--- src/rtl/kw_ram_1ra_1ws_arb.sv ---
// Round-robin access controller for the async-read / sync-write flip-flop RAM.
// Shares one RAM write port and one RAM read port between NUM_REQ requesters,
// registers read data one cycle after the grant, and optionally zero-fills
// every word after reset so the RAM itself can be built without a reset.
//
// Handshake: a transfer on requester i happens in any cycle where
// valid[i] & ready[i] are both high. ready is a pure function of the valid
// vector, the arbitration pointer and the FSM state (never of ready itself).
// A requester must hold valid/addr/data stable until it sees ready.
// rsp_valid is a one-cycle pulse with no back-pressure.
//
// init_done is the decoded FSM state register (high only in RUN), which also
// serves as the state observation point for the controller.
module kw_ram_1ra_1ws_arb #(
    parameter int NUM_REQ    = 2,
    parameter int DATA_WIDTH = 32,
    parameter int DEPTH      = 16,
    parameter int INIT_ZERO  = 1,
    parameter int ADDR_WIDTH = $clog2(DEPTH)
) (
    input  logic                             clock,
    input  logic                             reset,
    input  logic [NUM_REQ-1:0]               wr_valid,
    output logic [NUM_REQ-1:0]               wr_ready,
    input  logic [NUM_REQ*ADDR_WIDTH-1:0]    wr_addr,
    input  logic [NUM_REQ*DATA_WIDTH-1:0]    wr_data,
    input  logic [NUM_REQ-1:0]               rd_valid,
    output logic [NUM_REQ-1:0]               rd_ready,
    input  logic [NUM_REQ*ADDR_WIDTH-1:0]    rd_addr,
    output logic [NUM_REQ-1:0]               rsp_valid,
    output logic [DATA_WIDTH-1:0]            rsp_data,
    output logic                             init_done,
    output logic                             ram_cs_n,
    output logic                             ram_we_n,
    output logic [ADDR_WIDTH-1:0]            ram_wr_addr,
    output logic [ADDR_WIDTH-1:0]            ram_rd_addr,
    output logic [DATA_WIDTH-1:0]            ram_data_in,
    input  logic [DATA_WIDTH-1:0]            ram_data_out
);

    localparam int PTR_W = $clog2(NUM_REQ);
    localparam int SUM_W = PTR_W + 1;
    localparam logic [ADDR_WIDTH-1:0] FILL_LAST = ADDR_WIDTH'(DEPTH - 1);
    localparam logic [PTR_W-1:0]      PTR_LAST  = PTR_W'(NUM_REQ - 1);

    typedef enum logic {
        ST_INIT = 1'b0,
        ST_RUN  = 1'b1
    } state_t;

    state_t                 state_q, state_d;
    logic [ADDR_WIDTH-1:0]  fill_q, fill_d;
    logic                   fill_active;
    logic [PTR_W-1:0]       wptr_q, wptr_d, rptr_q, rptr_d;
    logic [PTR_W-1:0]       wr_idx, rd_idx;
    logic                   wr_any, rd_any;
    logic [NUM_REQ-1:0]     wr_gnt, rd_gnt;

    // First requesting index at or after ptr, wrapping; returns {found, index}.
    function automatic logic [PTR_W:0] rr_pick(input logic [NUM_REQ-1:0] req,
                                               input logic [PTR_W-1:0]   ptr);
        logic [SUM_W-1:0] cand;
        logic             found;
        logic [PTR_W-1:0] idx;
        found = 1'b0;
        idx   = '0;
        for (int k = 0; k < NUM_REQ; k++) begin
            cand = {1'b0, ptr} + SUM_W'(k);
            if (cand >= SUM_W'(NUM_REQ)) cand = cand - SUM_W'(NUM_REQ);
            if (!found && req[cand[PTR_W-1:0]]) begin
                found = 1'b1;
                idx   = cand[PTR_W-1:0];
            end
        end
        return {found, idx};
    endfunction

    // Pointer moves to the requester just after the one granted.
    function automatic logic [PTR_W-1:0] rr_next(input logic [PTR_W-1:0] idx);
        return (idx == PTR_LAST) ? '0 : idx + 1'b1;
    endfunction

    // FSM state and fill counter register.
    always_ff @(posedge clock) begin
        if (reset) begin
            state_q <= ST_INIT;
            fill_q  <= '0;
        end else begin
            state_q <= state_d;
            fill_q  <= fill_d;
        end
    end

    // Next state: INIT walks the fill counter (or leaves at once), RUN is terminal.
    // The fill write is suppressed while reset is held so the RAM stays idle.
    always_comb begin
        state_d     = state_q;
        fill_d      = fill_q;
        fill_active = 1'b0;
        case (state_q)
            ST_INIT: begin
                if (INIT_ZERO != 0) begin
                    fill_active = !reset;
                    if (fill_q == FILL_LAST) state_d = ST_RUN;
                    else                     fill_d  = fill_q + 1'b1;
                end else begin
                    state_d = ST_RUN;
                end
            end
            ST_RUN:  state_d = ST_RUN;
            default: state_d = ST_INIT;
        endcase
    end

    assign init_done = (state_q == ST_RUN);

    // Independent round-robin selection for the write and read ports, RUN only.
    always_comb begin
        {wr_any, wr_idx} = '0;
        {rd_any, rd_idx} = '0;
        if (state_q == ST_RUN) begin
            {wr_any, wr_idx} = rr_pick(wr_valid, wptr_q);
            {rd_any, rd_idx} = rr_pick(rd_valid, rptr_q);
        end
        wr_gnt = wr_any ? (NUM_REQ'(1) << wr_idx) : '0;
        rd_gnt = rd_any ? (NUM_REQ'(1) << rd_idx) : '0;
        wptr_d = wr_any ? rr_next(wr_idx) : wptr_q;
        rptr_d = rd_any ? rr_next(rd_idx) : rptr_q;
    end

    assign wr_ready = wr_gnt;
    assign rd_ready = rd_gnt;

    // Arbitration pointers; requester 0 has first priority out of reset.
    always_ff @(posedge clock) begin
        if (reset) begin
            wptr_q <= '0;
            rptr_q <= '0;
        end else begin
            wptr_q <= wptr_d;
            rptr_q <= rptr_d;
        end
    end

    // RAM port drive straight from the fill sequencer or the current grants.
    always_comb begin
        ram_cs_n    = 1'b1;
        ram_we_n    = 1'b1;
        ram_wr_addr = '0;
        ram_data_in = '0;
        ram_rd_addr = '0;
        if (fill_active) begin
            ram_cs_n    = 1'b0;
            ram_we_n    = 1'b0;
            ram_wr_addr = fill_q;
        end else if (wr_any) begin
            ram_cs_n    = 1'b0;
            ram_we_n    = 1'b0;
            ram_wr_addr = wr_addr[wr_idx*ADDR_WIDTH +: ADDR_WIDTH];
            ram_data_in = wr_data[wr_idx*DATA_WIDTH +: DATA_WIDTH];
        end
        if (rd_any) begin
            ram_rd_addr = rd_addr[rd_idx*ADDR_WIDTH +: ADDR_WIDTH];
        end
    end

    // Read response: capture the async RAM output at the end of a grant cycle.
    // No forwarding, so a same-cycle write to the read address returns the old word.
    always_ff @(posedge clock) begin
        if (reset) begin
            rsp_valid <= '0;
            rsp_data  <= '0;
        end else begin
            rsp_valid <= rd_gnt;
            if (rd_any) rsp_data <= ram_data_out;
        end
    end

endmodule

--- config.mk ---
export PLATFORM = sky130hd
export DESIGN_NAME = kw_ram_1ra_1ws_arb
export DESIGN_NICKNAME = d
export VERILOG_FILES = /design/src/rtl/kw_ram_1ra_1ws_arb.sv
export SDC_FILE = /design/constraint.sdc
export NUM_CORES = 1
export LEC_CHECK = 0
export ABC_AREA = 1
export CAP_MARGIN = 20
export CELL_PAD_IN_SITES_DETAIL_PLACEMENT = 1
export CELL_PAD_IN_SITES_GLOBAL_PLACEMENT = 2
export CORE_MARGIN = 3
export CORE_UTILIZATION = 14
export CTS_CLUSTER_DIAMETER = 50
export DETAILED_ROUTE_END_ITERATION = 10
export PLACE_DENSITY_LB_ADDON = 0.1
export SLEW_MARGIN = 20
export SYNTH_ARGS = -nofsm -noshare
export SYNTH_HDL_FRONTEND = slang
export SYNTH_SLANG_ARGS = --single-unit
--- constraint.sdc ---
create_clock -name clock -period 3.25 [get_ports clock]
set_input_delay 0.4875 -clock clock [delete_from_list [all_inputs] [get_ports clock]]
set_output_delay 0.4875 -clock clock [all_outputs]
set_load 0.1 [all_outputs]
# Word level (Yosys, flattened, before mapping)
# Index checks and enable logic that the tools add are counted.
[op_classes] bitwise=2 add_sub_neg=9 n_mux=44 shift=5 n_lt_le_gt_ge=8 reduce_logical=6 eq_ne=1
[op_table] cell="$mux 32" n=2
[op_table] cell="$shiftx 64x7->32" n=1
[op_table] cell="$mux 1" n=36
[op_table] cell="$shiftx 8x4->4" n=2
[op_table] cell="$mux 4" n=3
[op_table] cell="$lt 1x2->1 const B" n=4
[op_table] cell="$add 1x1->2 const B" n=2
[op_table] cell="$add 4x1->4 const B" n=1
[op_table] cell="$eq 4x4->1 const B" n=1
[op_table] cell="$ge 1x2->1 const B" n=2
[op_table] cell="$ge 2x2->1 const B" n=2
[op_table] cell="$mux 2" n=2
[op_table] cell="$shl 1x1->2 const A" n=2
[op_table] cell="$sub 1x1->1 const B" n=4
[op_table] cell="$logic_not 1->1" n=3
[op_table] cell="$add 1x1->1 const B" n=2
[op_table] cell="$logic_and 1x1->1" n=2
[op_table] cell="$not 1->1" n=2
[op_table] cell="$pmux 1 s2" n=1
[op_table] cell="$reduce_and 2->1" n=1
[totals] inputBits=118 wordCells=81 reg_bits=41

# Longest topological paths before layout
# Gate-level depths: netlist of the first run.
[depth] depth_word=14 depth_mapped=8

# Worst setup path before layout of the first run
# No wires, ideal clock.
[synth_timing] path_type="reg-to-output" from="reg state_q (netlist: init_done)" to="out ram_rd_addr[3]" n_path_buf=0 required_ps=2762 path_stages_with_launch=5 arrival_time_ps=3391 slack_ps=-628 cell_sequence="dfxtp_1 nand3_1 inv_1 nor2_1 nor2_1"
[synth_via] elab_chain_len=3 elab_cells_between_ends=4 classes_between="shift: 1; mux: 3"
[synth_rtl] element="start: declaration" line="51" rtl="state_t state_q, state_d;"
[synth_rtl] element="start signal: assignment" line="89" rtl="state_q <= state_d;"
[synth_rtl] element="$mux 1" line="121" rtl="if (state_q == ST_RUN) begin"
[synth_rtl] element="$shiftx 8x4->4" line="163" rtl="ram_rd_addr = rd_addr[rd_idx*ADDR_WIDTH +: ADDR_WIDTH];"
[synth_rtl] element="$mux 4 (*)" line="162" rtl="if (rd_any) begin"
[synth_rtl] element="end: declaration" line="36" rtl="output logic [ADDR_WIDTH-1:0] ram_rd_addr,"
# Every way passes the cells marked *; elsewhere a longest branch is shown, timed or not.

# Final worst setup path of the first run
[layout_timing] from="in wr_valid[1]" to="out ram_data_in[25]"
[layout_via] elab_chain_len=11 elab_cells_between_ends=16 classes_between="shift: 1; mux: 13; reduce/logical: 2"
[layout_rtl] element="start: declaration" line="23" rtl="input logic [NUM_REQ-1:0] wr_valid,"
[layout_rtl] element="$mux 1 (implied by the code) (2 in series)" line="70" rtl="if (!found && req[cand[PTR_W-1:0]]) begin"
[layout_rtl] element="$mux 1" line="70"
[layout_rtl] element="$mux 1" line="121"
[layout_rtl] element="$logic_not 1->1" line="70"
[layout_rtl] element="$logic_and 1x1->1" line="70"
[layout_rtl] element="$mux 1" line="70"
[layout_rtl] element="$mux 1" line="121"
[layout_rtl] element="$shiftx 64x7->32" line="160" rtl="ram_data_in = wr_data[wr_idx*DATA_WIDTH +: DATA_WIDTH];"
[layout_rtl] element="$mux 32 (*)" line="156" rtl="end else if (wr_any) begin"
[layout_rtl] element="$mux 32 (*)" line="152" rtl="if (fill_active) begin"
[layout_rtl] element="end: declaration" line="37" rtl="output logic [DATA_WIDTH-1:0] ram_data_in,"
# Every way passes the cells marked *; elsewhere a longest branch is shown, timed or not. The select of a mux whose other input is x is not followed.

==> flow_summary.json, run 1 <==
{
  "status": "finished clean",
  "fin_cells": 715,
  "synth_area_leaders": "dfxtp_1 (39%), nand2_1 (24%), nor2_1 (14%)",
  "setup-tns-final_ns": 0,
  "core_um2": 14200,
  "post-route-drc-count": 0,
  "post-cts-setup-buffers": 0,
  "rows": 43,
  "clock_skew_ns": 0.00570,
  "multi_input_area_um2": 1110,
  "firstDrtPassIters": 5,
  "ant_nets": 0,
  "yosys_warnings": 0,
  "rsz0062_at_grt": "false",
  "wire_per_inst_um": 15.7,
  "grt_pass1_wl_mm": 16.5,
  "grt_max_degree": 37,
  "regArea_um2": 822,
  "gr-total-overflow": 0,
  "critPathArrivalTime_ns": 2.17,
  "clockRootBuffer": "clkbuf_16",
  "routed_wl_mm": 11.2,
  "cts_hold_buf": 0,
  "cts_made_buffers": 5,
  "synthMuxAreaShare": 0,
  "p_leak_nw": 1.99,
  "final-max-slew-violation-count": 0,
  "cts.reportedPaths.clkPinSlew_ns": 0.06,
  "fin_ws_ns": 0.597,
  "min_period_over_period": 0.816,
  "netlist.area_leader.share": 0.394,
  "synth.distinct_cells": 18,
  "path_max_fanout": 33,
  "postSynthAreaPerCell_um2": 6.15,
  "maxCapViolations": 0,
  "ioPinCount": 199,
  "post-route-min-period_ns": 2.65,
  "yosysMostFrequentCell": "nand2_1",
  "synthArstFlopShare": 0,
  "synth-seq-area-share": 0.394,
  "hp-class": "reg -> reg",
  "synth-simple-area-share": 0.433,
  "drive_gt1_frac": 0.154,
  "die_w_um": 128,
  "cts_tree": "yes",
  "antenna_found_initial": 0,
  "p_sw_w": 0.000282,
  "ys.flop_type": "dfxtp_1",
  "tightest_slew_ns": 1.01,
  "p_per_area_nw_per_um2": 255,
  "synth_fa_ha_area_frac": 0.00600,
  "setup_viol": 0,
  "synth_top_family_by_area": "simple AND/OR/NAND/NOR gates",
  "max_clock_freq_mhz": 377,
  "clkPwrFrac": 0.406,
  "crit_required_ns": 2.76,
  "hold_viol": 0,
  "ys_seq_elements": 41,
  "n_fill_cell": 1719,
  "vias": 2788,
  "cts_buffer_depth": 2,
  "synthXorXnorAreaFrac": 0,
  "fin_nets": 652,
  "cp-end-kind": "primary output",
  "dp.cells": 706,
  "gp_congestion": 0.875,
  "path_class": "in -> out",
  "viasPerCell": 3.90,
  "synthCells": 339,
  "start_util": 0.147,
  "syn_area_um2": 2080,
  "hold_path_depth": 2,
  "seq_power_share": 0.422,
  "cts_resized": 0,
  "power.total_w": 0.00121,
  "die-area_um2": 16400,
  "clkLatencyLatePin_ns": 0.28,
  "synth_edf_count": 0,
  "yosysTopAreaCell": "dfxtp_1",
  "first_iter_violations": 93,
  "slew-limit-headroom": 0.326,
  "dp.final_hpwl_mm": 8.96,
  "reg2reg_depth": 5,
  "grt_pass1_vias": 2789,
  "h-tree-depth": 2,
  "synthToLayoutAreaGrowth_pct": 128,
  "track_usage": 0.130,
  "critPathLaunchType": "primary input",
  "synth_commonest_cells": "nand2_1 (132), nor2_1 (80), dfxtp_1 (41), o21ai_0 (35)",
  "pre_cts_slack_ns": 0.586,
  "dieHeight_um": 128,
  "mappedNetlistNets": 458,
  "ir_drop_mv": 0.240,
  "p_int_w": 0.000927,
  "synth-compound-area-share": 0.0912,
  "clock-sinks": 41,
  "portBuffers": 198,
  "swShare": 0.233,
  "pwr-share-comb": 0.173
}
-- per-layer routing --
| metal | part of all wire | track usage | wire length [µm] | vias up |
|---|---|---|---|---|
| li1 | - | - | - | 1433 |
| met1 | 0.44 | 0.170 | 4960 | 1201 |
| met2 | 0.44 | 0.207 | 4960 | 143 |
| met3 | 0.10 | 0.0438 | 1160 | 11 |
| met4 | 0.012 | 0.0331 | 140 | 0 |
| met5 | 0 | 0 | 0 | - |
-- power groups by stage --
| stage | registers [W] | logic (W) | clock network, W |
|---|---|---|---|
| floorplan | 0.000520 | 0.0000509 | 0 |
| global placement | 0.000521 | 0.000208 | 0 |
| detailed placement | 0.000522 | 0.000210 | 0 |
| CTS | 0.000510 | 0.000212 | 0.000525 |
| global route | 0.000511 | 0.000224 | 0.000545 |
| finish | 0.000510 | 0.000209 | 0.000491 |
-- registers in the layout, summed over array words and instances, names as in the netlist --
| name | count |
|---|---|
| fill_q | 4 |
| rsp_data | 32 |
| wptr_q | 1 |
| rsp_valid | 2 |
| init_done | 1 |
| rptr_q | 1 |
-- metrics by stage --
step / cell area (µm²) / utilization / hold slack (ns)
CTS: 4740 / 0.334 / 0.480
floorplan: 2090 / - / 0.439
global route: 4740 / 0.334 / 0.508
global placement: 4600 / 0.324 / 0.457
finish: 4740 / 0.334 / 0.470
detailed placement: 4600 / 0.324 / 0.470
-- cell usage in the layout (no fill, tap or decap), drive strengths merged --
cell / count
o21ai: 36
clkdlybuf4s50: 145
a21oi: 2
nor2: 80
nand2: 140
clkbuf: 6
buf: 58
nand4: 1
nor3: 1
dfxtp: 41
ha: 1
inv: 13
nand3: 8
clkinvlp: 2
diode: 1
-- critical path, stage by stage --
cell,delay [ns]
clkdlybuf4s50_1,0.47
nand2_2,0.08
inv_2,0.11
nand2_4,0.08
inv_2,0.45
nand2_1,0.13
nand2_1,0.14
buf_12,0.18
-- final timing paths --
| kind | endpoint | slack, ns | start |
|---|---|---|---|
| min | rptr_q | 0.47 | rptr_q |
| max reg2reg | rsp_data[29] | 1.90 | init_done |
| min reg2reg | rptr_q | 0.47 | rptr_q |
| max | ram_data_in[25] | 0.60 | wr_valid[1] |
-- cells by family after synthesis --
| kind of cell | after synthesis |
|---|---|
| and+or+nand+nor | 230 |
| DFF | 41 |
| buffers and inverters | 29 |
| adders and majority gates | 1 |
| AOI/OAI and AO/OA | 38 |
-- cell type report --
type	count	share of cell area
timing repair buffer	203	0.503
clock inverter	2	0.00317
sequential	41	0.173
tap	180	0.0475
multi-input combinational	269	0.235
inverter	13	0.0103
antenna	1	0.000528
clock buffer	6	0.0272
(Power assumes the default switching activity.)
==> run 2: changes to the inputs <==
- CORE_UTILIZATION: 14 -> 12
- clock period: 3.25 -> 2.1 ns (I/O delays scaled with it)
==> run 2 against run 1 <==
  * Sequential cell count did not move
  * Clock power grew 81%
  * Power is 67% higher
  * Largest power group is now the clock network
==> flow_summary.json, run 2 (synthesis results as in run 1) <==
{
  "final_util": 0.306,
  "fin_ws_ns": 0.0656,
  "firstDrtPassIters": 4,
  "clkLatencyLatePin_ns": 0.29,
  "die_w_um": 138,
  "wire_per_inst_um": 15.5,
  "ioPinCount": 199,
  "endpoint": "ram_data_in[19]",
  "viasPerCell": 3.78,
  "ir_drop_mv": 0.286,
  "track_usage": 0.116,
  "rows": 47,
  "tightest_slew_ns": 0.376,
  "hold_viol": 0,
  "critPathLaunchType": "primary input",
  "clockRootBuffer": "clkbuf_16",
  "critPathLaunch": "wr_valid[1]",
  "maxCapViolations": 0,
  "vias": 2901,
  "die-area_um2": 19000,
  "portBuffers": 198,
  "clock-sinks": 41,
  "path_max_fanout": 10,
  "grt_pass1_wl_mm": 17.1,
  "fin_nets": 666,
  "reg2reg_setup_slack_ns": 0.81,
  "layout_commonest_cell": "clkdlybuf4s50_1",
  "h-tree-depth": 2,
  "crit_required_ns": 1.78,
  "routed_wl_mm": 11.9,
  "ant_nets": 0,
  "dp.final_hpwl_mm": 9.67,
  "post-route-min-period_ns": 2.03,
  "rr_startpoint": "fill_q[0]",
  "gr-total-overflow": 0,
  "first_iter_violations": 51,
  "cp-end-kind": "primary output",
  "critPathArrivalTime_ns": 1.72,
  "final-max-slew-violation-count": 0,
  "cts.reportedPaths.clkPinSlew_ns": 0.06,
  "dieHeight_um": 138,
  "synthToLayoutAreaGrowth_pct": 147,
  "max_clock_freq_mhz": 492,
  "antenna_cells": 0,
  "power.total_w": 0.00202,
  "status": "finished clean",
  "hp-class": "in -> reg",
  "clock_skew_ns": 0.00950,
  "cts_buffer_depth": 2,
  "antenna_found_initial": 0,
  "min_period_over_period": 0.969,
  "drive_gt1_frac": 0.294,
  "reg2reg_depth": 7,
  "post-route-drc-count": 0,
  "setup_viol": 0,
  "grt_pass1_vias": 3008,
  "r2r_end": "fill_q[0]",
  "cts_tree": "yes",
  "pre_cts_slack_ns": 0.0399,
  "regMostFlops": "rsp_data",
  "slew-limit-headroom": 0.749,
  "largest_reg_flops": 32,
  "gp_congestion": 0.719,
  "p_leak_nw": 2.16,
  "start_util": 0.124,
  "path_class": "in -> out",
  "largestRegisters": "rsp_data x32, fill_q x4, rsp_valid x2",
  "final_cell_mix": "clkdlybuf4s50_1 (116), nand2_1 (97), nor2_1 (78)",
  "grt_max_degree": 37,
  "p_per_area_nw_per_um2": 392,
  "cts_made_buffers": 5,
  "core_um2": 16800
}
==> run 2: per-layer routing <==
metal,up-vias,global-route usage,routed length (µm)
met5,-,0,0
met4,0,0.0203,64
met3,5,0.0464,1130
met2,107,0.206,6050
met1,1330,0.133,4650
li1,1459,-,-
==> run 2: metrics by stage <==
stage / area (µm²) / std cells / hold slack [ns] / TNS (ns)
2_1_floorplan: 2220 / 339 / 0.378 / -0.0507
3_3_place_gp: 4900 / 756 / 0.465 / 0
3_5_place_dp: 4900 / 756 / 0.479 / 0
4_1_cts: 5070 / 764 / 0.490 / 0
5_1_grt: 5140 / 768 / 0.466 / -0.00462
6_report: 5140 / 768 / 0.434 / 0
==> run 2: worst min path at each step <==
stage	start	to	slack (ns)	depth (start not counted)
3_3_place_gp	rptr_q	rptr_q	0.46	2
4_1_cts	rptr_q	rptr_q	0.49	2
5_1_grt	wr_valid[0]	wptr_q	0.47	4
3_5_place_dp	rsp_data[2]	rsp_data[2]	0.48	2
2_1_floorplan	reset	init_done	0.38	1
6_report	wr_valid[0]	wptr_q	0.43	4
==> run 2: final cells by class <==
type	instances	area (µm²)
clock inverters	2	38.8
repair buffers	217	2570
well taps	220	275
inverters	13	55.1
flip-flops and latches	41	825
multi-input cells	269	1250
fillers	2023	11700
clock buffers	6	129
==> run 2: timing repair <==
action                                  in CTS  in global routing
hold buffers                                 0                  0
endpoints found under the hold margin        0                  0
endpoints found under the setup margin       0                 29
setup buffers                                0                  3
gates resized for setup                      0                  5
==> run 2: where the power goes <==
| part | leakage [nW] | internal, W | switching [W] |
|---|---|---|---|
| Sequential | 0.332 | 0.000781 | 0.00000719 |
| Clock | 0.0810 | 0.000564 | 0.000324 |
| Combinational | 1.75 | 0.000228 | 0.000114 |
==> run 2: worst max-delay path, cell delays in order <==
cell	delay, ns
clkdlybuf4s50_1	0.47
nand2_2	0.08
inv_2	0.08
nand2_4	0.06
nand2_2	0.07
inv_2	0.05
buf_12	0.12
clkbuf_16	0.16
nand2_1	0.08
nand2_2	0.07
buf_12	0.16
==> edit 1: new RTL, flow settings as in run 2 <==
`NUM_REQ`: 2 -> 4.
--- a/src/rtl/kw_ram_1ra_1ws_arb.sv
+++ b/src/rtl/kw_ram_1ra_1ws_arb.sv
@@ -12,7 +12,7 @@
 // init_done is the decoded FSM state register (high only in RUN), which also
 // serves as the state observation point for the controller.
 module kw_ram_1ra_1ws_arb #(
-    parameter int NUM_REQ    = 2,
+    parameter int NUM_REQ    = 4,
     parameter int DATA_WIDTH = 32,
     parameter int DEPTH      = 16,
     parameter int INIT_ZERO  = 1,
Ports: changed (8 resized); port bits go from 199 to 289. The function was not compared with the original's and may differ.
==> edit 1 against run 2 <==
The run now ends with negative setup slack left. Largest cell class unchanged. Register-to-register slack got worse by 960 ps. Sequential cell count rose by 4. Sequential share of layout area fell by 8.1 points. Routed wire length rose to 2.6 times the old value. Design area rose by 120%. Hold slack improved by 36 ps. Combinational power rose by 150%. Synthesized cell count rose by 140%. Power rose by 36%. Setup slack got worse by 780 ps. Global-route usage rose by 1.6 points. Synthesized area rose by 110%.
==> edit 1: results (changes against run 2) <==
Layout
  • Final net count: 1375 (+110%)
  • Clk tree area frac: 1.63% (-1.6 points)
  • N_diodes: 4 (+4)
  • #MultiIn Comb: 534 (+99%)
  • Largest regs: rsp_data (32), fill_q (4), rsp_valid (4)
  • FF+latch count: 45 (+9.8%)
  • Ratio of cells with drive above 1 in the final layout: 45.7% (+16 points)
  • Buffers, non-clock: 397 (+83%)

Setup path
  • CP max-delay cell: dfxtp_4
  • R2R cell count: 17 (+10)

Pwr
  • Combinational share of power: 30.6% (+14 points)
  • Int Power: 1970 µW (+25%)
  • VDD IR max: 413 µV (+44%)
  • Clock share of power: 38.1% (-5.9 points)

Synthesis
  • Synth area leaders: dfxtp_1 20%, nand2_1 19%, inv_1 15%
  • Cells after Synth: 818 (+140%)
  • Net Count, Synth: 1029 (+120%)

CTS
  • Clk slew on worst S/H paths: 80 ps (+20 ps)
  • Post-CTS sizing: 12 (+12)

Run status
  • Status: complete, but fails checks
  • Failing checks: negative setup slack

Min path
  • Cells on Worst Hold Path: 2 (-2)
  • Hold path start: rsp_data[28]
  • Path type of the worst min-delay path: reg -> reg

Placed design
  • # port buffers: 288 (+45%)
  • Post-DP HPWL: 21.1 mm (+120%)

Global routing
  • Antenna violations before repair: 6 (+6)
  • First-pass GRT wire length: 40.6 mm (+140%)
  • Vias in the first global route: 6737 (+120%)
  • Global routing usage on met3: 4.01% (-0.63 points)

Routing
  • DR WL/cell: 18.8 µm (+22%)
  • Uppermost routed layer: met5

Timing
  • Setup-failing EPs final: 73 (+73)
  • Worst Skew: 7.83 ps (-1.67 ps)
  • Worst Slack Setup Final: -712 ps (-778 ps)
## edit 1: cell types whose count changed after synthesis, sizes merged, moves of 5 or more
cell           run 2  this run
o21ai             36         3
nand4              1        81
nand3              8       100
inv               13       181
clkbuf             6        33
a21oi              2        72
nand2            140       232
nor2              80        21
a211oi             0         5
ha                 1         9
buf               10        26
## edit 1: worst max-delay path, delay by kind of cell (launching register included)
family	cells	cell delay (ps)
adder cells (fa/ha/maj)	1	130
AND/OR/NAND/NOR	9	760
flip-flops	1	420
buffers and inverters	8	870
## edit 1: per-stage QoR
stage,setup TNS (ps),total power [µW]
2_1_floorplan,-13420,1180
3_3_place_gp,-39440,1660
3_5_place_dp,-42970,1660
4_1_cts,-33610,2740
5_1_grt,-44360,2910
6_report,-32060,2750
## edit 1: cell families after synthesis
family / Yosys count / synth area share (%)
compound gates: 82 / 9.50
fa+ha+maj: 9 / 2.51
buf+inv: 240 / 22.3
flops: 45 / 20.1
simple gates: 442 / 45.6
==> edit 2: new RTL, flow settings as in run 2 <==
Made on the original files. Make the reset (`reset`) asynchronous in 3 clocked blocks.
--- a/src/rtl/kw_ram_1ra_1ws_arb.sv
+++ b/src/rtl/kw_ram_1ra_1ws_arb.sv
@@ -81,7 +81,7 @@
     endfunction
 
     // FSM state and fill counter register.
-    always_ff @(posedge clock) begin
+    always_ff @(posedge clock or posedge reset) begin
         if (reset) begin
             state_q <= ST_INIT;
             fill_q  <= '0;
@@ -132,7 +132,7 @@
     assign rd_ready = rd_gnt;
 
     // Arbitration pointers; requester 0 has first priority out of reset.
-    always_ff @(posedge clock) begin
+    always_ff @(posedge clock or posedge reset) begin
         if (reset) begin
             wptr_q <= '0;
             rptr_q <= '0;
@@ -166,7 +166,7 @@
 
     // Read response: capture the async RAM output at the end of a grant cycle.
     // No forwarding, so a same-cycle write to the read address returns the old word.
-    always_ff @(posedge clock) begin
+    always_ff @(posedge clock or posedge reset) begin
         if (reset) begin
             rsp_valid <= '0;
             rsp_data  <= '0;
Function: no difference found for any inputs over 10 cycles, from zero or initial values and one cycle with reset high; that may be too few to reach the edited logic, so the function may still have changed.
==> edit 2 against run 2 <==
Utilization is 1.1 points lower. Largest cell class unchanged. Design area is 4.7% higher. Critical endpoint is now ram_data_in[23]. Setup slack better by 35 ps. Routed wire length is 8.9% lower. Register-to-register slack worse by 230 ps. Clock skew is 1.3 ps lower. Synthesized area is 9.2% higher. Sequential cell count stayed put.
Power is not compared: it rests on default switching activity, and its combinational part moved more than twofold at a synthesized area within 25%.
==> edit 2: results (changes against run 2) <==
Setup path
  • Flop2flop setup slack: 580 ps (-230 ps)
  • Worst setup endpoint: ram_data_in[23]
  • Crit path max fanout: 14 (+4)

Synthesis
  • Net Count, Synth: 447 (-2.4%)
  • Syn_area_per_cell: 6.94 µm² (+13%)
  • Post-synth top cells: 224 x nand2_1, 41 x dfrtp_1, 9 x nor2_1
  • Synth Area in Compound Gates: 1.10% (-8.0 points)
  • Adder-Cell Fraction of Synth Area: 0.549% (-0.051 points)
  • Register area share after synthesis: 45.1% (+5.7 points)
  • Post-Synth XOR/XNOR Area: 0.385% (+0.38 points)
  • Post-synthesis cell type count: 21 (+3)
  • Async SR Flop Fraction: 100% (+100 points)
  • Main flop type after synthesis: dfrtp_1
  • Synth area leaders: dfrtp_1 45%, nand2_1 37%, buf_6 2.5%

Placed design
  • Routability congestion estimate: 0.759 (+5.5%)
  • Post-DP HPWL: 9.26 mm (-4.2%)
  • Dpl cells: 760 (+0.53%)
  • Placed Area: 5200 µm² (+6.2%)
  • DP Worst Slack: 38.3 ps (-1.58 ps)

Global routing
  • Global routing usage on met3: 3.16% (-1.5 points)
  • Vias in the first global route: 3012 (+0.13%)
  • Met2 capacity usage during global routing: 17.8% (-2.8 points)
  • GRT Overall Usage: 10.3% (-1.3 points)
  • Routing usage on met1: 12.6% (-0.67 points)
  • Largest net degree at the start of global routing: 35 (-5.4%)

Routing
  • DRT iter0 DRCs: 54 (+5.9%)
  • Vias: 2796 (-3.6%)

Pwr
  • Pwr Total: 3950 µW

Layout
  • Layout Utilization: 29.5% (-1.1 points)
  • Number of fillers in the final layout: 2126 (+5.1%)
  • Ratio of cells with drive above 1 in the final layout: 30.6% (+1.2 points)

Timing
  • Worst Skew: 8.22 ps (-1.28 ps)
  • Max_slew headroom: 75.2% (+0.30 points)

Run status
  • Status: finished clean

Min path
  • Path type of the worst min-delay path: in -> async
edit 2: cell count changes after synthesis, sizes merged, moves of 2 or more:
cell    before  now
nand2      140  234
nor2        80   11
buf         10   13
dfrtp        0   41
dfxtp       41    0
clkbuf       6    0
nand3        8    6
o21ai       36    3
edit 2: cell type report:
class / count / area share, %
timing repair buffer: 216 / 47.5
multi-input combinational: 261 / 23.6
sequential: 41 / 19.1
tap: 229 / 5.32
clock buffer: 7 / 2.65
inverter: 13 / 1.25
clock inverter: 1 / 0.558
edit 2: kinds of logic (layout without fill, tap and decap cells):
logic type               count (synthesis)  after routing
flip-flops                              41             41
adder cells (fa/ha/maj)                  1              1
AO/OA/AOI/OAI                            5              5
XOR/XNOR                                 1              1
buffers and inverters                   26            237
AND/OR/NAND/NOR                        254            254
edit 2: worst min-delay path by stage:
stage | from | end | slack [ps] | cells past startpoint
6_report | reset | wptr_q | 340 | 2
5_1_grt | reset | wptr_q | 380 | 2
4_1_cts | reset | wptr_q | 350 | 2
3_5_place_dp | rsp_data[16] | rsp_data[16] | 460 | 2
3_3_place_gp | rsp_data[7] | rsp_data[7] | 460 | 2
2_1_floorplan | ram_data_out[0] | rsp_data[0] | 430 | 2
edit 2: layer usage:
layer | share of wire, % | vias up | wire length (µm)
met5 | 0 | - | 0
met4 | 0.63 | 0 | 68
met3 | 8.5 | 6 | 925
met2 | 48 | 126 | 5220
met1 | 43 | 1267 | 4620
li1 | - | 1397 | -
edit 2: worst reg2reg max path: cells and delay by family, from the launching register on:
family	cells	cell delay (ps)
and+or+nand+nor	3	240
DFF	1	460
buffers and inverters	4	710
